`config.mk`:
```
export PLATFORM = sky130hd
export DESIGN_NAME = fb_scanout_reader
export DESIGN_NICKNAME = d
export VERILOG_FILES = /design/src/rtl/fb_scanout_reader.sv
export SDC_FILE = /design/constraint.sdc
export NUM_CORES = 1
export LEC_CHECK = 0
export ABC_AREA = 1
export BUFFER_PORTS_ARGS = -buffer_cell sky130_fd_sc_hd__buf_2
export CAP_MARGIN = 5
export CORE_MARGIN = 2
export CORE_UTILIZATION = 50
export CTS_BUF_LIST = sky130_fd_sc_hd__clkbuf_8
export CTS_CLUSTER_SIZE = 24
export DETAILED_ROUTE_END_ITERATION = 8
export GPL_TIMING_DRIVEN = 0
export PLACE_DENSITY = 0.67
export SLEW_MARGIN = 25
export SYNTH_ARGS = -nofsm -noshare
export SYNTH_HDL_FRONTEND = slang
export SYNTH_SLANG_ARGS = --single-unit
```
`constraint.sdc`:
```
create_clock -name clk -period 6.4 [get_ports clk]
set_input_delay 0.32 -clock clk [delete_from_list [all_inputs] [get_ports clk]]
set_output_delay 0.32 -clock clk [all_outputs]
set_load 0.02 [all_outputs]
```
`src/rtl/fb_scanout_reader.sv`:
```
`default_nettype none
// ============================================================================
//  Module   : fb_scanout_reader
//  Purpose  : Display-side prefetch stage. Walks the framebuffer linearly,
//             issues single-word reads to the SDRAM controller word interface
//             (idle/acc/ack handshake) and buffers the returned RGB444 words
//             in a first-word-fall-through FIFO that the pixel path pops.
//  Ports    :
//     clk          pixel/SDRAM clock
//     reset_n_i    asynchronous active-low reset
//     frame_i      start-of-frame pulse; flushes FIFO and restarts the walk
//     sc_idle_i    controller ready for a new access
//     sc_adr_o     word address of the current access
//     sc_acc_o     access request, held until sc_ack_i
//     sc_we_o      write enable, tied low (read-only client)
//     sc_ack_i     one-cycle completion strobe, sc_dat_i valid
//     sc_dat_i     read data
//     rd_i         pop the head word
//     data_o       registered FIFO head word
//     valid_o      FIFO not empty
//     level_o      FIFO occupancy
//     underflow_o  sticky pop-while-empty flag, cleared by frame_i
//  Revision : 1.0  initial release
// ============================================================================
module fb_scanout_reader #(
   parameter int          FB_WIDTH   = 128,
   parameter int          FB_HEIGHT  = 128,
   parameter logic [31:0] BASE_ADDR  = 32'd0,
   parameter int          FIFO_DEPTH = 16
) (
   input  logic                            clk,
   input  logic                            reset_n_i,
   input  logic                            frame_i,
   input  logic                            sc_idle_i,
   output logic [31:0]                     sc_adr_o,
   output logic                            sc_acc_o,
   output logic                            sc_we_o,
   input  logic                            sc_ack_i,
   input  logic [15:0]                     sc_dat_i,
   input  logic                            rd_i,
   output logic [15:0]                     data_o,
   output logic                            valid_o,
   output logic [$clog2(FIFO_DEPTH):0]     level_o,
   output logic                            underflow_o
);

   localparam int                PTR_W     = $clog2(FIFO_DEPTH);
   localparam int                LVL_W     = PTR_W + 1;
   localparam logic [LVL_W-1:0]  DEPTH_LVL = LVL_W'(FIFO_DEPTH);
   localparam logic [LVL_W-1:0]  ONE_LVL   = LVL_W'(1);
   localparam logic [31:0]       LAST_IDX  = 32'(FB_WIDTH * FB_HEIGHT - 1);

   localparam logic [1:0] ST_IDLE    = 2'd0;
   localparam logic [1:0] ST_REQ     = 2'd1;
   localparam logic [1:0] ST_DISCARD = 2'd2;

   logic [1:0]        state;
   logic [31:0]       idx;
   logic [31:0]       idx_next;
   logic [15:0]       mem [FIFO_DEPTH];
   logic [PTR_W-1:0]  wr_ptr;
   logic [PTR_W-1:0]  rd_ptr;
   logic [PTR_W-1:0]  rd_ptr_next;
   logic [LVL_W-1:0]  level;
   logic              push;
   logic              pop;

   assign sc_we_o     = 1'b0;
   assign level_o     = level;
   assign valid_o     = (level != '0);
   assign rd_ptr_next = rd_ptr + 1'b1;
   assign idx_next    = (idx == LAST_IDX) ? 32'd0 : idx + 32'd1;

   // frame_i wins over both push and pop in the same cycle.
   assign push = (state == ST_REQ) && sc_ack_i && !frame_i;
   assign pop  = rd_i && valid_o && !frame_i;

   // Storage array carries no reset; only occupied entries are ever read.
   always_ff @(posedge clk) begin
      if (push) begin
         mem[wr_ptr] <= sc_dat_i;
      end
   end

   always_ff @(posedge clk or negedge reset_n_i) begin
      if (!reset_n_i) begin
         state       <= ST_IDLE;
         idx         <= '0;
         sc_acc_o    <= 1'b0;
         sc_adr_o    <= BASE_ADDR;
         wr_ptr      <= '0;
         rd_ptr      <= '0;
         level       <= '0;
         data_o      <= '0;
         underflow_o <= 1'b0;
      end else begin
         // ---------------- FIFO pointers / occupancy ----------------
         if (frame_i) begin
            wr_ptr <= '0;
            rd_ptr <= '0;
            level  <= '0;
         end else begin
            if (push) wr_ptr <= wr_ptr + 1'b1;
            if (pop)  rd_ptr <= rd_ptr_next;
            if (push && !pop)      level <= level + ONE_LVL;
            else if (pop && !push) level <= level - ONE_LVL;
         end

         // ---------------- registered head word ----------------
         // With a single entry being popped while a word arrives, the array
         // slot behind the head is not yet written, so the incoming word is
         // forwarded straight to the head register.
         if (!frame_i) begin
            if (pop) begin
               if (level > ONE_LVL) data_o <= mem[rd_ptr_next];
               else if (push)       data_o <= sc_dat_i;
            end else if (push && (level == '0)) begin
               data_o <= sc_dat_i;
            end
         end

         // ---------------- sticky underflow ----------------
         if (frame_i)               underflow_o <= 1'b0;
         else if (rd_i && !valid_o) underflow_o <= 1'b1;

         // ---------------- access sequencer ----------------
         if (frame_i) idx <= '0;

         case (state)
            ST_IDLE: begin
               if (sc_idle_i && (level < DEPTH_LVL) && !frame_i) begin
                  sc_acc_o <= 1'b1;
                  sc_adr_o <= BASE_ADDR + idx;
                  state    <= ST_REQ;
               end
            end
            ST_REQ: begin
               if (sc_ack_i) begin
                  sc_acc_o <= 1'b0;
                  state    <= ST_IDLE;
                  if (!frame_i) idx <= idx_next;
               end else if (frame_i) begin
                  // The controller cannot abort, so the request stays up and
                  // the stale word is swallowed when it arrives.
                  state <= ST_DISCARD;
               end
            end
            ST_DISCARD: begin
               if (sc_ack_i) begin
                  sc_acc_o <= 1'b0;
                  state    <= ST_IDLE;
               end
            end
            default: begin
               sc_acc_o <= 1'b0;
               state    <= ST_IDLE;
            end
         endcase
      end
   end

endmodule
`default_nettype wire

```
==> results.txt <==
After the first detailed-routing iteration, the DRC count stood at about 1,300. The clock latency reported for the late side of the worst-skew pair came out at 610 ps. For this configuration, the core starts out at a cell density of 50.9%. The first-pass iteration count of the detailed router came out at 6. The total non-filler cell area in the finished layout came out at between 0.015 and 0.02 mm^2.

After global routing the overflow that remains totals 0. No sink is reached through more buffers than the 3 on the longest clock path. The worst-case headroom to the max-slew limit came out at between 30% and 40%. In this run the vertical extent of the chip is 183 um. The synthesized area came out at 0.0160 mm^2. Yosys printed 0 warnings. The switching power total is 2.19 mW.

The total routing resource utilization after global routing is 26.5%. The flow ran to the end, and the final reports show no timing, DRC or antenna violations. The first global-routing pass estimated 66.5 mm of wire.

The number of antenna violations at the first check in global routing is 0. The number of unique standard cell types used by synthesis is between 40 and 50. The sequential cells in the finished layout cover a total of ~0.010 mm^2. Of the total power, the share spent switching nets is 35.3%. The residual DRC count came out at 0.

The final period demand of the worst path came out at 2610 ps. The non-filler instance count after layout is between 2,000 and 2,500. The mean cell area of the mapped netlist came out at 9.51 um^2. The number of nets in the layout is 1,866. The largest total area in the synthesized netlist belongs to edfxtp_1.

In the final layout, the multi-input gates occupy a little under 0.005 mm^2. In this design, the stage delay of the slowest critical-path cell is 590 ps. The critical path in this run is classified as register to register. Detailed routing inserted a total of 12,000 vias. The final layout contains routed wiring with a total length of 43.2 mm. The number of standard-cell rows in the floorplan is 65. The maximum number of pins on one net before global-route repair is between 50 and 60.

Cells with a size suffix above 1 make up 13.8% of the layout. The actual slew at the worst max-slew pin came out at 938 ps. The final hold slack came out at 66.2 ps. The largest fanout on the critical path is 10. The setup skew after layout is 27.8 ps. Setup repair after global routing left no endpoint under its margin.

STA puts the critical path data required time at 6920 ps. Synthesis inferred 353 register bits. The TritonCTS clock tree is built.

The half-perimeter wire length after detailed placement came out at around 30 mm. The filler cell count in the final layout came out at approximately 2,800. In this run the static leakage power is between 8 and 9 nW. The I/O pin count came out at between 70 and 80. The internal portion of the total power is around 4.0 mW. The clock root buffer is clkbuf_8. On the critical path, the stage with the largest delay is an instance of clkbuf_1. The die span in x came out at 183 um.

The final count of hold timing violations came out at 0. The via count of the first global-routing pass is 11,400. In the final routed layout, each cell accounts on average for 19.0 um.

The antenna diode instance count is 0. The setup-violating endpoint count in the final report is 0. The total nets after synthesis is 1,723. The remaining antenna violation count came out at 0. The share of the synthesized area in the top cell type is roughly 48%. The arrival time at the worst endpoint came out at 3130 ps. The area growth from synthesis to layout is 13.3%. The number of placed instances with taps included is 2,172. The final weighted congestion in routability-driven placement came out at between 0.9 and 1. The fraction of power consumed by sequential logic came out at 42.7%. The sequential element share of the synthesized area came out at 63.0%.

The instance count of the mapped netlist came out at 1,688. The number of cells upsized or downsized after cts is 0. Of the total power, the clock network draws between 20% and 30%. The number of max-slew violations in the final report is 0. The ratio of routed vias to standard cells is 5.28. The placed instance area came out at ~0.017 mm^2. The area of the die is 0.0335 mm^2. The clock sink count came out at 353. The critical path endpoint category is a register. The clock transition at the registers of the reported paths is 60 ps. The highest achievable clock rate came out at 0.383 GHz. The tightest min-delay check is of the input pin to register type. The count of input and output buffers came out at 76. The final worst-path cycle share is 40.8%. After synthesis, the cell types taking the most area are edfxtp_1, dfrtp_1, nand2_1. The most used flip-flop cell after synthesis is edfxtp_1.

The number of CTS-inserted buffers came out at 57. The number of levels the H-tree was split into is 2. The type of origin of the critical path is a register.

The signal on the critical path passes through ha_1 -> inv_1 -> clkbuf_1 -> clkbuf_1 -> nand2_1 -> nand3_1 -> nand3_1 -> nand3_1 -> nand2_1 -> nand2_1. The share of flip-flops with an asynchronous set or reset is a little over a quarter. Setup total negative slack on the finished layout was measured at 0 ps.

Max-cap violations in this run came to 0. The combinational cell fraction of total power is 27.5%. The placeable core region came out at 0.0316 mm^2. The number of enable flip-flop cells after synthesis came out at 256.

The worst ir drop on vdd came out at 176 uV. Power spread over the standard cell area amounts to 341 mW/mm^2. The count of buffers added by post-CTS timing repair for setup is 0.
==> registers in the layout (all words and copies together) (netlist names) <==
| register | cells |
|---|---|
| mem | 256 |
| state | 2 |
| data_o | 16 |
| wr_ptr | 4 |
| sc_acc_o | 1 |
| rd_ptr | 4 |
| sc_adr_o | 32 |
| underflow_o | 1 |
| level_o | 5 |
| idx | 32 |
==> path summary, 6_finish.rpt <==
check | slack (ps) | start | to | cells after the start
setup / recovery | 3790 | rd_ptr[1] | data_o[2] | 10
hold / removal | 70 | rd_i | underflow_o | 3
setup reg to reg | 3790 | rd_ptr[1] | data_o[2] | 10
hold reg to reg | 470 | data_o[15] | data_o[15] | 2
max in group asynchronous | 5520 | reset_n_i | idx[8] | 3
min in group asynchronous | 260 | reset_n_i | data_o[9] | 2
==> through the flow <==
stage	utilization, %	total power [mW]	setup WS (ps)
finish	57.6	6.21	3790
global route	57.6	6.50	3750
detailed placement	54.1	4.37	3940
CTS	57.6	6.20	3890
floorplan	-	3.76	4310
global placement	53.7	4.33	3580
==> cell families after synthesis <==
logic type / share of synthesized area (%)
compound gates: 2.84
xor+xnor: 1.30
flops: 63.0
fa+ha+maj: 1.01
simple gates: 24.6
mux: 0.491
other cells: 0.0234
buf+inv: 6.69
==> placed cells by master (no fill, tap or decap), types with 9 or more instances in the layout <==
cell	netlist	routed
o21ai_0	50	50
dfrtp_1	97	97
clkinv_1	0	9
o21ai_2	9	9
ha_1	13	13
clkbuf_8	0	65
nand2_1	626	626
nand3_1	200	200
edfxtp_1	256	256
clkbuf_1	19	19
nor2_2	4	20
buf_2	45	120
inv_1	187	212
xor2_1	20	20
nor2_1	100	84
==> routing by layer <==
layer / track usage [%] / routed length, um / vias up
li1: - / - / 5740
met1: 37.8 / 18400 / 5729
met2: 41.3 / 19900 / 497
met3: 4.61 / 3580 / 77
met4: 8.86 / 1330 / 0
met5: 0 / 0 / -
==> worst max-delay path, delay by kind of cell, from the launching register on <==
kind          cells  cell delay, ps
simple gates      6             670
buf+inv           3            1130
fa+ha+maj         1             300
flops             1             410
==> repair_timing <==
action,in CTS,in global routing
hold endpoints to repair,55,0
hold buffers,2,0
endpoints found under the setup margin,0,0
==> area by class of cell <==
class	instances	share of cell area [%]
plain buffers	71	1.98
clock buffers	65	4.92
clock inverters	42	1.07
inverters	190	3.92
multi-input cells	1074	27.0
flip-flops and latches	353	55.6
well taps	402	2.77
repair buffers	84	2.74
==> cell usage after synthesis, types with 3 or more instances <==
cell type,n
inv_2,3
a21oi_1,8
mux2_2,7
o21ai_0,50
buf_2,45
nor2_2,4
dfrtp_1,97
nand2_1,626
nand3_1,200
nand4_1,4
buf_6,4
ha_1,13
edfxtp_1,256
clkbuf_1,19
nor2_1,100
o21ai_2,9
inv_1,187
nor3_1,6
xor2_1,20
==> power by group through the flow <==
stage	clock network, mW	registers, mW	logic [mW]
after global placement	0	2.69	1.64
after floorplan	0	2.77	0.989
after CTS	1.87	2.65	1.68
final	1.85	2.65	1.71
after detailed placement	0	2.69	1.67
after global routing	1.97	2.66	1.86
(Power assumes the default switching activity.)
